===== src/rtl/mem_stage_pkg.sv =====
// Shared types and constants for the MEM-stage data-memory controller.
// Holds the FSM state enum, funct3 access-size codes and the misalignment helper.
package mem_stage_pkg;

    typedef enum logic [1:0] {
        IDLE = 2'd0,
        REQ  = 2'd1,
        DONE = 2'd2
    } state_t;

    localparam logic [2:0] F3_B  = 3'b000;
    localparam logic [2:0] F3_H  = 3'b001;
    localparam logic [2:0] F3_W  = 3'b010;
    localparam logic [2:0] F3_BU = 3'b100;
    localparam logic [2:0] F3_HU = 3'b101;

    localparam int BE_W = 4;

    // Halfwords need a[0]==0, words need a[1:0]==0; bytes are always aligned.
    function automatic logic misaligned(input logic [2:0] f3,
                                        input logic [1:0] off);
        logic [1:0] sz;
        sz = f3[1:0];
        return ((sz == F3_H[1:0]) && off[0]) ||
               ((sz == F3_W[1:0]) && (off != 2'b00));
    endfunction

endpackage


===== src/rtl/mem_access_stage_if.sv =====
// Data-memory request/ack bus between the MEM stage and the data memory.
// master = pipeline side (drives the request), slave = memory side.
interface mem_access_stage_if #(
    parameter int AW = 32
);
    import mem_stage_pkg::*;

    logic                 mem_req_o;
    logic                 mem_we_o;
    logic [AW-1:0]        mem_addr_o;
    logic [31:0]          mem_wdata_o;
    logic [BE_W-1:0]      mem_be_o;
    logic                 mem_ack_i;
    logic [31:0]          mem_rdata_i;

    modport master (
        output mem_req_o,
        output mem_we_o,
        output mem_addr_o,
        output mem_wdata_o,
        output mem_be_o,
        input  mem_ack_i,
        input  mem_rdata_i
    );

    modport slave (
        input  mem_req_o,
        input  mem_we_o,
        input  mem_addr_o,
        input  mem_wdata_o,
        input  mem_be_o,
        output mem_ack_i,
        output mem_rdata_i
    );

endinterface


===== src/rtl/mem_load_align.sv =====
// Load lane select and sign/zero extension for sub-word loads.
// Purely combinational; offset and funct3 come from the latched request.
module mem_load_align
    import mem_stage_pkg::*;
(
    input  logic [31:0] rdata,
    input  logic [1:0]  off,
    input  logic [2:0]  funct3,
    output logic [31:0] data
);

    logic [7:0]  lane_b;
    logic [15:0] lane_h;

    always_comb begin
        lane_b = rdata[{off, 3'b000} +: 8];
        lane_h = off[1] ? rdata[31:16] : rdata[15:0];
        data   = rdata;
        unique case (funct3)
            F3_B:    data = {{24{lane_b[7]}}, lane_b};
            F3_BU:   data = {24'h0, lane_b};
            F3_H:    data = {{16{lane_h[15]}}, lane_h};
            F3_HU:   data = {16'h0, lane_h};
            default: data = rdata;
        endcase
    end

endmodule


===== src/rtl/mem_access_stage.sv =====
// MEM-stage data-memory controller: req/ack to a variable-latency memory, stalls until ack.
// Optional MEM_SUBWORD_EN adds byte/half accesses, lane steering and misalignment errors.
module mem_access_stage
    import mem_stage_pkg::*;
#(
    parameter int TIMEOUT_CYC = 255,
    parameter int AW          = 32
) (
    input  logic        clk_i,
    input  logic        rst_i,
    input  logic        MemRead_i,
    input  logic        MemWrite_i,
    input  logic [31:0] addr_i,
    input  logic [31:0] wdata_i,
    input  logic [2:0]  funct3_i,
    output logic        stall_o,
    output logic        bubble_o,
    output logic [31:0] rdata_o,
    output logic        err_o,
    mem_access_stage_if.master mem
);

    localparam int CW = (TIMEOUT_CYC < 2) ? 1 : $clog2(TIMEOUT_CYC);
    localparam logic [CW-1:0] LIM = CW'(TIMEOUT_CYC - 1);

    state_t state_q, state_d;

    logic            acc;
    logic            is_st;
    logic            misal;
    logic            start;
    logic            fin_ack;
    logic            tmo;
    logic            mis_err;
    logic            stall;
    logic            bubble;

    logic [CW-1:0]   cnt_q;
    logic            req_q;
    logic            we_q;
    logic [AW-1:0]   addr_q;
    logic [31:0]     wdata_q;
    logic [BE_W-1:0] be_q;
    logic [31:0]     rdata_q;
    logic            err_q;

    logic [BE_W-1:0] st_be;
    logic [31:0]     st_wdata;
    logic [31:0]     ld_data;
    logic            unused_bits;

    assign acc   = MemRead_i | MemWrite_i;
    assign is_st = MemWrite_i;

`ifdef MEM_SUBWORD_EN
    logic [1:0] off_q;
    logic [2:0] f3_q;
    logic       sz_b;
    logic       sz_h;

    assign sz_b  = (funct3_i[1:0] == F3_B[1:0]);
    assign sz_h  = (funct3_i[1:0] == F3_H[1:0]);
    assign misal = misaligned(funct3_i, addr_i[1:0]);

    always_comb begin
        st_be    = 4'hF;
        st_wdata = wdata_i;
        unique case (1'b1)
            sz_b: begin
                st_be    = 4'b0001 << addr_i[1:0];
                st_wdata = {4{wdata_i[7:0]}};
            end
            sz_h: begin
                st_be    = 4'b0011 << addr_i[1:0];
                st_wdata = {2{wdata_i[15:0]}};
            end
            default: begin
                st_be    = 4'hF;
                st_wdata = wdata_i;
            end
        endcase
    end

    mem_load_align u_align (
        .rdata  (mem.mem_rdata_i),
        .off    (off_q),
        .funct3 (f3_q),
        .data   (ld_data)
    );

    always_ff @(posedge clk_i or posedge rst_i) begin
        if (rst_i) begin
            off_q <= '0;
            f3_q  <= '0;
        end else if (start) begin
            off_q <= addr_i[1:0];
            f3_q  <= funct3_i;
        end
    end

    assign unused_bits = ^addr_i;
`else
    assign misal       = 1'b0;
    assign st_be       = 4'hF;
    assign st_wdata    = wdata_i;
    assign ld_data     = mem.mem_rdata_i;
    assign unused_bits = ^{funct3_i, addr_i};
`endif

    // The detect cycle is bubbled too, so MEM/WB only ever sees the access once, in DONE.
    always_comb begin
        state_d = state_q;
        stall   = 1'b0;
        bubble  = 1'b0;
        start   = 1'b0;
        fin_ack = 1'b0;
        tmo     = 1'b0;
        mis_err = 1'b0;
        unique case (state_q)
            IDLE: begin
                if (acc) begin
                    stall  = 1'b1;
                    bubble = 1'b1;
                    if (misal) begin
                        mis_err = 1'b1;
                        state_d = DONE;
                    end else begin
                        start   = 1'b1;
                        state_d = REQ;
                    end
                end
            end
            REQ: begin
                stall  = 1'b1;
                bubble = 1'b1;
                if (mem.mem_ack_i) begin
                    fin_ack = 1'b1;
                    state_d = DONE;
                end else if (cnt_q == LIM) begin
                    tmo     = 1'b1;
                    state_d = DONE;
                end
            end
            DONE: begin
                state_d = IDLE;
            end
            default: begin
                state_d = IDLE;
            end
        endcase
    end

    always_ff @(posedge clk_i or posedge rst_i) begin
        if (rst_i) begin
            state_q <= IDLE;
        end else begin
            state_q <= state_d;
        end
    end

    always_ff @(posedge clk_i or posedge rst_i) begin
        if (rst_i) begin
            cnt_q   <= '0;
            req_q   <= 1'b0;
            we_q    <= 1'b0;
            addr_q  <= '0;
            wdata_q <= '0;
            be_q    <= '0;
            rdata_q <= '0;
            err_q   <= 1'b0;
        end else begin
            if (start) begin
                cnt_q   <= '0;
                req_q   <= 1'b1;
                we_q    <= is_st;
                addr_q  <= {addr_i[AW-1:2], 2'b00};
                wdata_q <= st_wdata;
                be_q    <= st_be;
            end else if (state_q == REQ) begin
                cnt_q <= cnt_q + 1'b1;
            end
            if (fin_ack || tmo) begin
                req_q <= 1'b0;
            end
            if (fin_ack && !we_q) begin
                rdata_q <= ld_data;
            end
            if (tmo && !we_q) begin
                rdata_q <= '0;
            end
            if (tmo || mis_err) begin
                err_q <= 1'b1;
            end
        end
    end

    assign stall_o         = stall & ~rst_i;
    assign bubble_o        = bubble & ~rst_i;
    assign rdata_o         = rdata_q;
    assign err_o           = err_q;
    assign mem.mem_req_o   = req_q;
    assign mem.mem_we_o    = we_q;
    assign mem.mem_addr_o  = addr_q;
    assign mem.mem_wdata_o = wdata_q;
    assign mem.mem_be_o    = be_q;

endmodule


===== src/flat_wrapper.sv =====
// flat-port wrapper written by rule: the top's interface ports become plain ports
module mem_access_stage_flat import mem_stage_pkg::*;
#(
    parameter int TIMEOUT_CYC = 255,
    parameter int AW          = 32
)
  (clk_i, rst_i, MemRead_i, MemWrite_i, addr_i, wdata_i, funct3_i, stall_o, bubble_o, rdata_o, err_o, mem_mem_req_o, mem_mem_we_o, mem_mem_addr_o, mem_mem_wdata_o, mem_mem_be_o, mem_mem_ack_i, mem_mem_rdata_i);
  mem_access_stage_if #(.AW(AW)) mem_i ();
  input  logic clk_i;
  input  logic rst_i;
  input  logic MemRead_i;
  input  logic MemWrite_i;
  input  logic [31:0] addr_i;
  input  logic [31:0] wdata_i;
  input  logic [2:0] funct3_i;
  output logic stall_o;
  output logic bubble_o;
  output logic [31:0] rdata_o;
  output logic err_o;
  output wire logic [$bits(mem_i.mem_req_o)-1:0] mem_mem_req_o;
  output wire logic [$bits(mem_i.mem_we_o)-1:0] mem_mem_we_o;
  output wire logic [$bits(mem_i.mem_addr_o)-1:0] mem_mem_addr_o;
  output wire logic [$bits(mem_i.mem_wdata_o)-1:0] mem_mem_wdata_o;
  output wire logic [$bits(mem_i.mem_be_o)-1:0] mem_mem_be_o;
  input wire logic [$bits(mem_i.mem_ack_i)-1:0] mem_mem_ack_i;
  input wire logic [$bits(mem_i.mem_rdata_i)-1:0] mem_mem_rdata_i;
  assign mem_mem_req_o = mem_i.mem_req_o;
  assign mem_mem_we_o = mem_i.mem_we_o;
  assign mem_mem_addr_o = mem_i.mem_addr_o;
  assign mem_mem_wdata_o = mem_i.mem_wdata_o;
  assign mem_mem_be_o = mem_i.mem_be_o;
  assign mem_i.mem_ack_i = mem_mem_ack_i;
  assign mem_i.mem_rdata_i = mem_mem_rdata_i;
  mem_access_stage #(.TIMEOUT_CYC(TIMEOUT_CYC), .AW(AW)) u_core (.clk_i(clk_i), .rst_i(rst_i), .MemRead_i(MemRead_i), .MemWrite_i(MemWrite_i), .addr_i(addr_i), .wdata_i(wdata_i), .funct3_i(funct3_i), .stall_o(stall_o), .bubble_o(bubble_o), .rdata_o(rdata_o), .err_o(err_o), .mem(mem_i));
endmodule

===== config.mk =====
export PLATFORM = sky130hd
export DESIGN_NAME = mem_access_stage_flat
export DESIGN_NICKNAME = d
export VERILOG_FILES = /design/src/rtl/mem_stage_pkg.sv /design/src/rtl/mem_access_stage_if.sv /design/src/rtl/mem_load_align.sv /design/src/rtl/mem_access_stage.sv /design/src/flat_wrapper.sv
export SDC_FILE = /design/constraint.sdc
export NUM_CORES = 1
export LEC_CHECK = 0
export CORE_AREA = 2 2 123 125
export DETAILED_ROUTE_END_ITERATION = 10
export DIE_AREA = 0 0 125 127
export GPL_TIMING_DRIVEN = 1
export SYNTH_ARGS = -nofsm -noshare
export SYNTH_HDL_FRONTEND = slang
export SYNTH_SLANG_ARGS = --single-unit

===== constraint.sdc =====
create_clock -name clk_i -period 4.4 [get_ports clk_i]
set_input_delay 1.32 -clock clk_i [delete_from_list [all_inputs] [get_ports clk_i]]
set_output_delay 1.32 -clock clk_i [all_outputs]
set_load 0.02 [all_outputs]

==> metrics.yaml <==
cts_buffers: 9
ys_warn_count: 0
root_buffer: "clkbuf_16"
io_buffer_count: 201
cts-hold-fix-buffers: 0
m1WireLength_um: 5010
critPathLaunchType: "input pin"
reg2regPathDepth: 4
yosys_register_bits: 108
dr.max_layer_used: "met4"
start_util_pct: 32.4
rsz0062_at_grt: "false"
final_common_cell: "clkdlybuf4s50_1"
routed-wl-met2_um: 5570
grt_pass1_wl_um: 19100
cp-end-kind: "primary output"
syn_inst: 341
fp.dieArea_um2: 15900
period_share_pct: 97.2
critical_path_class: "input pin to primary output"
drv_slew: 0
synthArstFlopShare_pct: 100
drt_iter0_markers: 167
n_antenna_cell: 0
drcViolationCount: 0
fp.coreArea_um2: 14400
die_height_um: 127
synth_top_area_share_pct: 57.8
cpMostUsedCell: "clkdlybuf4s50_1"
cts_buffer_depth: 2
rrSetupSlack_ns: 2.18
viasPerCell: 4.68
min_path_type: "register to register"
cts.clk_slew.worst_paths_ns: 0.06
slowest_stage: "clkdlybuf4s50_1"
grt.overflow.total: 0
final.min_clock_period_ns: 4.28
dp_hpwl_um: 8130
ir_drop_mv: 0.298
die_w_um: 125
status: "complete, no violations"
critical_path_required_ns: 3.08
finalClockSkew_ns: 0.00828
gp_congestion: 0.787
synth_top_area_cell: "dfrtp_1"
slowest_delay_ns: 0.66
drtPass1Iterations: 6
ant_nets: 0
wl_per_cell_um: 16.1
reg2reg_from: "u_core.state_q[1]"
synth_edf_count: 0
timing.rr.end: "u_core.mem.mem_wdata_o[17]"
fillers: 1249
cp.arrival_ns: 2.96
nets: 642
cts_tree: "yes"
grt_usage_pct: 15.0
cp.depth: 5
worst-path-buf-inv: 2
setup_slack_ns: 0.123
antenna_found_initial: 0
synth_area_um2: 4680
fin_setup_tns_ns: 0
crit_fanout: 3
drt-total-wl_um: 11700
rows: 44
fmax_ghz: 0.234
power_density_nw_per_um2: 773
worstMarginPinSlew_ns: 1.17
yosys-top-cells-area: "dfrtp_1 58%, mux2_4 16%, a22oi_1 5.1%, o21ai_0 3.6%, inv_1 2.8%"
yosys_most_used_dff: "dfrtp_1"
path_delay_family: "buffers and inverters"
cts-resized-gates: 0
postCtsSetupBuffers: 0
seq_area_frac_synth_pct: 57.8
syn_avg_cell_area_um2: 13.7
crit_chain: "clkdlybuf4s50_1, nor2_2, o21a_1, nor3_1, clkdlybuf4s50_1"
maxCapViolCount: 0
p_leak_nw: 3.23
vias: 3392
cts_max_level: 3
area_growth_pct: 52.9
io_pins: 209
grt_pass1_vias: 3610
setup_violations: 0
grt_max_degree: 57
startpoint: "MemRead_i"
final_cell_mix: "200 x clkdlybuf4s50_1, 108 x dfrtp_1, 50 x mux2_4"
endpoint: "bubble_o"
hold_viol: 0
pre_cts_slack_ns: 0.0868
ys_types: 44
cts.sinks: 108
wl_met3_um: 801
layout-drive-gt1-share_pct: 15.0
slew_headroom_pct: 22.0
clk-insertion-delay-late_ns: 0.35
[per-layer routing]
layer | vias up | track usage, %
met1 | 1655 | 19.1
li1 | 1583 | -
met5 | - | 0
met3 | 18 | 4.06
met2 | 136 | 24.2
met4 | 0 | 6.86
[report_power, final]
group          total, mW  internal (mW)  switching (mW)  leakage (nW)
Sequential          1.78           1.46           0.316          1.22
Combinational       2.83           1.55            1.28          1.85
Clock              0.922          0.558           0.365         0.163
Total               5.54           3.57            1.97          3.23
[registers in the layout (all words and copies together), names as in the netlist]
signal and cells:
u_core.mem.mem_wdata_o 32, u_core.mem.mem_we_o 1, u_core.cnt_q 8, u_core.rdata_o 32, u_core.err_o 1, u_core.mem.mem_req_o 1
u_core.state_q 2, u_core.mem.mem_addr_o 30, u_core.mem.mem_be_o 1
[worst min-delay path by stage]
stage	startpoint	end	slack (ns)	cells past startpoint
final	u_core.err_o	u_core.err_o	0.47	1
after global routing	u_core.err_o	u_core.err_o	0.49	1
after CTS	u_core.err_o	u_core.err_o	0.48	1
after detailed placement	u_core.err_o	u_core.err_o	0.46	1
after global placement	u_core.err_o	u_core.err_o	0.46	1
after floorplan	u_core.cnt_q[7]	u_core.cnt_q[7]	0.44	1
[cell type report]
class | instances | area (um2) | share of cell area, %
Clock buffer | 10 | 229 | 3.20
Clock inverter | 6 | 111 | 1.56
Inverter | 35 | 134 | 1.87
Multi-Input combinational cell | 175 | 1670 | 23.3
Sequential cell | 108 | 2700 | 37.8
Tap cell | 184 | 230 | 3.22
Timing Repair Buffer | 207 | 2080 | 29.1
[Yosys cell counts, types with 2 or more instances]
cell,number
a21o_1,2
a22o_1,2
a22oi_1,32
buf_2,3
buf_4,6
buf_6,5
buf_8,5
clkbuf_1,5
dfrtp_1,108
ha_1,2
inv_1,35
mux2_1,8
mux2_2,5
mux2_4,50
nand2_1,3
nand2b_1,2
nand3_1,2
nand4_1,2
nor2_1,3
o21ai_0,34
o221ai_1,2
o31ai_1,3
[through the flow]
step	hold WS [ns]	total power [mW]	area, um2	std cells	utilization, %
final	0.467	5.54	7160	725	49.6
after global routing	0.485	5.88	7160	725	49.6
after CTS	0.475	5.62	7150	725	49.5
after detailed placement	0.460	4.66	6810	709	47.2
after global placement	0.458	4.61	6810	709	47.2
after floorplan	0.440	3.47	4680	342	-
[cell families after synthesis]
| kind of cell | count (synthesis) | synth area share [%] |
|---|---|---|
| DFF | 108 | 57.8 |
| AOI/OAI and AO/OA | 83 | 11.6 |
| muxes | 64 | 19.4 |
| buffers and inverters | 59 | 7.30 |
| and+or+nand+nor | 23 | 3.21 |
| adders and majority gates | 2 | 0.535 |
| other | 1 | 0.0801 |
| xor gates and xnor gates | 1 | 0.187 |
Power figures use the tool's default switching activity.
